$ cat src/rtl/regfile_mp_pkg.sv
// regfile_mp_pkg
// Shared constants and helpers for the multi-port register file slice.
// Holds the default geometry (data width, depth, read-port count) and the
// address-width derivation used by regfile_mp and regfile_mp_rdport.
// Build option: REGFILE_MP_BYPASS_EN (consumed by the other files).
package regfile_mp_pkg;

  localparam int DEFAULT_DATA_W = 32;
  localparam int DEFAULT_DEPTH  = 32;
  localparam int DEFAULT_N_RD   = 2;

  // Address width for a register file of the given depth; never below one
  // bit so that degenerate depths still produce a legal vector.
  function automatic int addrWidth(input int depth);
    return (depth <= 2) ? 1 : $clog2(depth);
  endfunction

endpackage

$ cat src/rtl/regfile_mp_rdport.sv
// regfile_mp_rdport
// One registered read port of regfile_mp. On a clock edge with rdEnable set
// it captures the selected register (or the forwarded write data when the
// bypass is compiled in) together with that register's busy flag; otherwise
// it holds its previous outputs.
// Build option: REGFILE_MP_BYPASS_EN adds the write-to-read forwarding mux.
// Ports:
//   clock, reset             clock and asynchronous active-high reset
//   rdEnable                 read strobe for this port
//   fileData                 storage contents at this port's address
//   busyIn                   scoreboard bit after this edge's updates
//   bypassHit, bypassData    forwarding select and data (bypass builds only)
//   rdData, rdBusy           registered read results
module regfile_mp_rdport
  import regfile_mp_pkg::*;
#(
  parameter int DATA_W = DEFAULT_DATA_W
) (
  input  logic              clock,
  input  logic              reset,
  input  logic              rdEnable,
  input  logic [DATA_W-1:0] fileData,
  input  logic              busyIn,
`ifdef REGFILE_MP_BYPASS_EN
  input  logic              bypassHit,
  input  logic [DATA_W-1:0] bypassData,
`endif
  output logic [DATA_W-1:0] rdData,
  output logic              rdBusy
);

  logic [DATA_W-1:0] selData;

  // Pick the value this port would capture: forwarded write data when the
  // write in flight targets the same register, otherwise stored contents.
`ifdef REGFILE_MP_BYPASS_EN
  always_comb begin
    selData = bypassHit ? bypassData : fileData;
  end
`else
  always_comb begin
    selData = fileData;
  end
`endif

  // Output registers only load on a strobed read so an idle port keeps
  // presenting its last result.
  always_ff @(posedge clock or posedge reset) begin
    if (reset) begin
      rdData <= '0;
      rdBusy <= 1'b0;
    end else if (rdEnable) begin
      rdData <= selData;
      rdBusy <= busyIn;
    end
  end

endmodule

$ cat src/rtl/regfile_mp.sv
// regfile_mp
// Multi-port register file with a write-pending scoreboard. One write port,
// N_RD registered read ports, and a reserve port that marks a register busy
// until it is written. Register 0 can be hardwired to zero (ZERO_REG).
// Build option: REGFILE_MP_BYPASS_EN enables write-first forwarding.
// Ports:
//   clock, reset         clock and asynchronous active-high reset
//   rdEnable[N_RD]       per-port read strobes
//   rdAddr               packed read addresses, port k at [k*ADDR_W +: ADDR_W]
//   rdData               packed registered read data, port k at [k*DATA_W +: DATA_W]
//   rdBusy[N_RD]         registered busy flag of the register read on port k
//   wrEnable/wrAddr/wrData   write port (a write also clears the busy bit)
//   rsvEnable/rsvAddr    reserve port (sets the busy bit)
//   anyBusy              OR of every scoreboard bit
module regfile_mp
  import regfile_mp_pkg::*;
#(
  parameter int DATA_W   = DEFAULT_DATA_W,
  parameter int DEPTH    = DEFAULT_DEPTH,
  parameter int N_RD     = DEFAULT_N_RD,
  parameter int ZERO_REG = 1,
  localparam int ADDR_W  = addrWidth(DEPTH)
) (
  input  logic                     clock,
  input  logic                     reset,
  input  logic [N_RD-1:0]          rdEnable,
  input  logic [N_RD*ADDR_W-1:0]   rdAddr,
  output logic [N_RD*DATA_W-1:0]   rdData,
  output logic [N_RD-1:0]          rdBusy,
  input  logic                     wrEnable,
  input  logic [ADDR_W-1:0]        wrAddr,
  input  logic [DATA_W-1:0]        wrData,
  input  logic                     rsvEnable,
  input  logic [ADDR_W-1:0]        rsvAddr,
  output logic                     anyBusy
);

  localparam bit ZR = (ZERO_REG != 0);

  logic [DATA_W-1:0] mem [DEPTH];
  logic [DEPTH-1:0]  busy;
  logic [DEPTH-1:0]  busyNext;
  logic              wrOk;
  logic              rsvOk;

  // Accesses aimed at a hardwired-zero register 0 are dropped here so that
  // neither storage nor scoreboard ever records them.
  always_comb begin
    wrOk  = wrEnable  && !(ZR && (wrAddr  == '0));
    rsvOk = rsvEnable && !(ZR && (rsvAddr == '0));
  end

  // Scoreboard after this edge: the write clears its bit first, then the
  // reserve sets its bit, so a reserve to the same register wins.
  always_comb begin
    busyNext = busy;
    if (wrOk) begin
      busyNext[wrAddr] = 1'b0;
    end
    if (rsvOk) begin
      busyNext[rsvAddr] = 1'b1;
    end
  end

  // Storage array; every register clears on reset.
  always_ff @(posedge clock or posedge reset) begin
    if (reset) begin
      for (int i = 0; i < DEPTH; i++) begin
        mem[i] <= '0;
      end
    end else if (wrOk) begin
      mem[wrAddr] <= wrData;
    end
  end

  // Scoreboard register.
  always_ff @(posedge clock or posedge reset) begin
    if (reset) begin
      busy <= '0;
    end else begin
      busy <= busyNext;
    end
  end

  assign anyBusy = |busy;

  // One registered port per reader. The port sees the post-update busy bit
  // so a read in the same cycle as a reserve or write reports the new state.
  for (genvar k = 0; k < N_RD; k++) begin : gRd
    logic [ADDR_W-1:0] addr;
    logic              isZero;
    logic [DATA_W-1:0] fileData;
    logic              busyIn;

    assign addr     = rdAddr[k*ADDR_W +: ADDR_W];
    assign isZero   = ZR && (addr == '0);
    assign fileData = isZero ? '0 : mem[addr];
    assign busyIn   = isZero ? 1'b0 : busyNext[addr];

`ifdef REGFILE_MP_BYPASS_EN
    logic bypassHit;
    assign bypassHit = wrOk && (wrAddr == addr);
`endif

    regfile_mp_rdport #(
      .DATA_W (DATA_W)
    ) uRdPort (
      .clock      (clock),
      .reset      (reset),
      .rdEnable   (rdEnable[k]),
      .fileData   (fileData),
      .busyIn     (busyIn),
`ifdef REGFILE_MP_BYPASS_EN
      .bypassHit  (bypassHit),
      .bypassData (wrData),
`endif
      .rdData     (rdData[k*DATA_W +: DATA_W]),
      .rdBusy     (rdBusy[k])
    );
  end

endmodule

$ cat config.mk
export PLATFORM = sky130hd
export DESIGN_NAME = regfile_mp
export DESIGN_NICKNAME = d
export VERILOG_FILES = /design/src/rtl/regfile_mp_pkg.sv /design/src/rtl/regfile_mp_rdport.sv /design/src/rtl/regfile_mp.sv
export SDC_FILE = /design/constraint.sdc
export NUM_CORES = 2
export LEC_CHECK = 0
export BUFFER_PORTS_ARGS = -buffer_cell sky130_fd_sc_hd__buf_2
export CAP_MARGIN = 5
export CORE_MARGIN = 2
export CORE_UTILIZATION = 56
export DETAILED_ROUTE_END_ITERATION = 8
export HOLD_SLACK_MARGIN = 0.08
export PLACE_DENSITY = 0.7
export SYNTH_ARGS = -nofsm -noshare
export SYNTH_HDL_FRONTEND = slang
export SYNTH_SLANG_ARGS = --single-unit
$ cat constraint.sdc
create_clock -name clock -period 39.3 [get_ports clock]
set_clock_uncertainty 0.05 [all_clocks]
set_input_delay 1.965 -clock clock [delete_from_list [all_inputs] [get_ports clock]]
set_output_delay 1.965 -clock clock [all_outputs]
set_load 0.005 [all_outputs]
== Word-level counts from Yosys, hierarchy flattened ==
Index checks and enable logic that the tools add are counted.
Widths: inputs -> output; s select.

* Bitwise operators: 6
* Order comparisons: 10
* Reductions and logical operators: 12
* Mux-type cells: 23

{| class="wikitable"
|+ Operators by type and width
! operator !! count
|-
| $bwmux 1024 || 1
|-
| $bmux 32 s5 || 2
|-
| $mux 32 || 9
|-
| $demux 32 s5 || 1
|-
| $and 32x32->32 || 1
|-
| $not 32->32 || 1
|-
| $or 32x32->32 || 1
|-
| $reduce_or 32->1 || 1
|-
| $lt 5x6->1 const B || 4
|-
| $logic_not 5->1 || 4
|-
| $ge 6x6->1 const B || 3
|-
| $not 5->6 || 3
|-
| $bmux 1 s5 || 2
|-
| $demux 1 s5 || 2
|-
| $ge 5x1->1 const B || 2
|-
| $lt 6x1->1 const B || 1
|-
| $mux 1 || 6
|-
| $logic_and 1x1->1 || 5
|-
| $logic_not 1->1 || 2
|}

* Flip-flop bits (word level): 1122
* Output and inout bits: 67

== Depth between registers and ports, before layout ==
* Depth in word-level cells: 12
* Gate-level depth with buffers: 10
* Depth with buffers taken out: 7

== Hierarchy ==
A second synthesis with hierarchy kept.

* Cell total of the unflattened synthesis: 3605
* Area, all modules: 58728.8 um^2

{| class="wikitable"
|+ By module, submodules not included
! module !! sequential area each (um^2) !! cells each !! instances !! area an instance (um^2)
|-
| regfile_mp || 26425.3 || 3463 || 1 || 55958.7
|-
| regfile_mp_rdport || 825.8 || 71 || 2 || 1385.1
|}

== Worst setup path after synthesis ==
OpenSTA, ideal clock, no wires.

* Path type: input -> register
* Start point: input rdAddr[0]
* End point: register gRd[0].uRdPort.rdData[18]
* Library setup time: 0.141 ns
* Data required time: 39.109 ns
* Cell stages on the path: 8
* Arrival: 3.831 ns
* Path slack: 35.278 ns
* Buffers on the path: 3
* Cell sequence: buf_2 buf_2 buf_1 mux4_2 o22ai_1 nor2_1 a21oi_1 o22ai_1

* Longest elaborated chain between the ends: 5

{| class="wikitable"
|+ Ends and longest elaborated chain
! what !! line !! text
|-
| start, declared || regfile_mp.sv:27 || <nowiki>input logic [N_RD*ADDR_W-1:0] rdAddr,</nowiki>
|-
| $not 5->6 (implied by the code) || regfile_mp.sv:97 || <nowiki>assign fileData = isZero ? '0 : mem[addr];</nowiki>
|-
| $bmux 32 s5 || regfile_mp.sv:97 ||
|-
| $mux 32 (implied by the code) (2 in series) || regfile_mp.sv:97 ||
|-
| $mux 32 * || regfile_mp.sv:97 ||
|-
| end signal, assigned || regfile_mp_rdport.sv:53 || <nowiki>rdData <= selData;</nowiki>
|-
| end, declared || regfile_mp_rdport.sv:28 || <nowiki>output logic [DATA_W-1:0] rdData,</nowiki>
|}

Mark *: on every way between the ends. The rest lies on a longest branch, timed or not. The select of a mux whose other input is x is not followed.
A chain may end at the register's enable or synchronous reset.

==> summary.txt <==
post-synthesis simple-gate area fraction: 2.16%
register share of total power: 45.9%
mux share of post-synthesis cell area: 38.0%
leading post-synthesis cells by cell area: dfrtp_1 (48%), mux2_2 (20%), mux4_2 (10%)
Mapped Area: 0.0589 mm2
final setup vio count: 0
fin. max-slew vios: 0
Routed Antenna Nets: 0
CTS tree: done
share of layout cells above drive strength 1: 39.8%
RR Startpoint: mem[898]$_DFFE_PP0P_
Clk pwr share: 34.7%
pin count of the biggest net entering global routing: 170
post-CTS sizing: 0
reg2reg end: gRd[0].uRdPort.rdData[2]$_DFFE_PP0P_
Comb pwr share: 19.3%
Psw: 909 uW
CTS Buf Count: 118
Synth cell types: 61
Synth top cells by count: dfrtp_1 (1122), mux2_2 (1057), mux2i_1 (444), clkbuf_1 (325), mux4_2 (269)
Final GP Congestion: 0.853
main combinational cell family by area after synthesis: multiplexers
Slew HR: 27.1%
row count: 118
Syn. warnings: 0
Die Footprint: 0.108 mm2
DR iter-0 viols: 3956
Yosys reg bits: 1122
sequential fraction of the synthesis area: 47.7%
clk sink count: 1122
GR peak layer: met2
Hold Buf Count CTS: 0
First-pass DRT Iterations: 5
PwrDens: 51.8 mW/mm2
Hold Crit Endpoint: mem[1006]$_DFFE_PP0P_
DR vias/cell: 6.97
max cap viols: 0
Worst setup SP type: input pin
final WL: 175000 um
nets: 4364
worst path arrival time: 6830 ps
Synth Area in XOR/XNOR: 0%
compound-gate portion of the synthesized area: 8.44%
WL/cell: 30.3 um
period utilisation layout: 15.8%
cell taking the most area after synthesis: dfrtp_1
HPWL after DPL: 89300 um
chip width: 328 um
Internal: 2420 uW
I/O pins: 125
WS Path Type: in -> async
vias in the first global route: 40745
root buf cell: clkbuf_16
initial antenna violation count: 4
critical hold path startpoint: mem[1006]$_DFFE_PP0P_
hold depth: 0
Worst-Margin Slew: 1090 ps
LEAKAGE: 0.0285 uW
area delta synth->final: 9.05%
CP max FO: 121
M2 GR Usage: 52.6%
post-synthesis adder-cell area fraction: 0%
die height: 328 um
Max IR drop VDD: 0.0342 mV
status: finished clean
Max H-tree Level: 3
Remaining Overflow, GRT: 0
DRC Markers: 0
Initial Util: 56.7%
via count: 40316
R2R setup slack: 37240 ps
port bufs: 124
Syn Inst Count: 4481
required time of the critical path: 39940 ps
CTS Buffer Depth: 3
Net Sw Frac: 27.3%
Avg Cell Area, Syn: 13.1 um2
clock slew at reported path FFs: 60 ps
Setup TNS: 0 ps
GRT Total Usage: 32.7%
syn_nets: 4539
R2R depth: 7
grt met1 use: 44.5%
Core ar.: 0.104 mm2
clk_lat worst skew: 710 ps
Post-synth top flop: dfrtp_1
asr flop ratio synth: 100%
share of the synthesized area in the top cell type: 47.7%
first-pass GRT wire length: 264000 um
min-delay worst type: reg -> reg
met3 Track Usage GR: 5.64%
Post-synth EDFFs: 0
unrepaired setup endpoints after global routing: false
Final Critical Period: 6190 ps
most numerous cell in the Yosys netlist: dfrtp_1
Hold Fails Final Rpt: 0
f_max: 162 MHz
kind of end point of the critical path: async pin
Pwr Total: 3330 uW
postcts setup bufs: 0
cells by family after synthesis:
| family | after synthesis |
|---|---|
| simple gates | 262 |
| buf+inv | 557 |
| compound gates | 770 |
| flops | 1122 |
| mux | 1770 |
worst max-delay path by stage:
stage	startpoint	end	slack, ps
after detailed placement	reset	gRd[1].uRdPort.rdData[18]$_DFFE_PP0P_	32060
after floorplan	reset	busy[0]$_DFF_PP0_	5690
after global placement	reset	mem[787]$_DFFE_PP0P_	32110
final	reset	mem[819]$_DFFE_PP0P_	33110
after CTS	reset	mem[912]$_DFFE_PP0P_	32810
after global routing	reset	mem[336]$_DFFE_PP0P_	32190
metal layers:
| layer | up-vias | wire [um] |
|---|---|---|
| met1 | 21262 | 70800 |
| met4 | 0 | 7440 |
| met2 | 1797 | 83100 |
| li1 | 16772 | - |
| met5 | - | 0 |
| met3 | 485 | 13800 |
worst max-delay path: stages:
cell	delay (ps)
buf_2	130
inv_8	540
buf_4	780
buf_4	760
buf_4	730
buf_4	910
buf_4	900
layout by cell type (no fill, tap or decap), drive strengths merged, types with 7 or more instances in the layout:
| cell | count |
|---|---|
| nor4 | 9 |
| nand2 | 56 |
| clkbuf | 190 |
| bufinv | 7 |
| buf | 190 |
| clkinv | 16 |
| a22o | 10 |
| mux2 | 1057 |
| a21oi | 257 |
| nor2 | 82 |
| mux4 | 269 |
| nand2b | 7 |
| o221ai | 189 |
| inv | 72 |
| o22ai | 193 |
| nor3 | 68 |
| mux2i | 444 |
| o21ai | 86 |
| dfrtp | 1122 |
flip-flops by register name, summed over array words and instances, names as in the netlist:
signal	cells
busy	32
gRd.uRdPort.rdData	64
mem	1024
gRd.uRdPort.rdBusy	2
power groups by stage:
stage | Clock, uW | Sequential [uW] | Combinational [uW]
2_1_floorplan | 0 | 1500 | 512
3_3_place_gp | 0 | 1530 | 624
3_5_place_dp | 0 | 1540 | 640
4_1_cts | 1170 | 1530 | 642
6_report | 1160 | 1530 | 644
5_1_grt | 1220 | 1560 | 694
final cells by class:
type,count,area [um2]
inverters,71,277
clock buffers,189,3700
diodes,3,7.51
well taps,1380,1730
repair buffers,191,1230
flip-flops and latches,1122,28100
fillers,8118,39700
multi-input cells,2802,28900
clock inverters,26,329
per-stage QoR:
step	instances	hold WS (ps)	setup slack, ps	utilization (%)	area, um2
after floorplan	4481	399	5690	-	58900
after global placement	5566	335	32110	57.9	60200
after detailed placement	5566	338	32060	57.9	60200
after CTS	5781	351	32810	61.8	64200
after global routing	5782	362	32190	61.8	64200
final	5784	346	33110	61.8	64200
No activity file was read; power rests on OpenSTA's default activity.
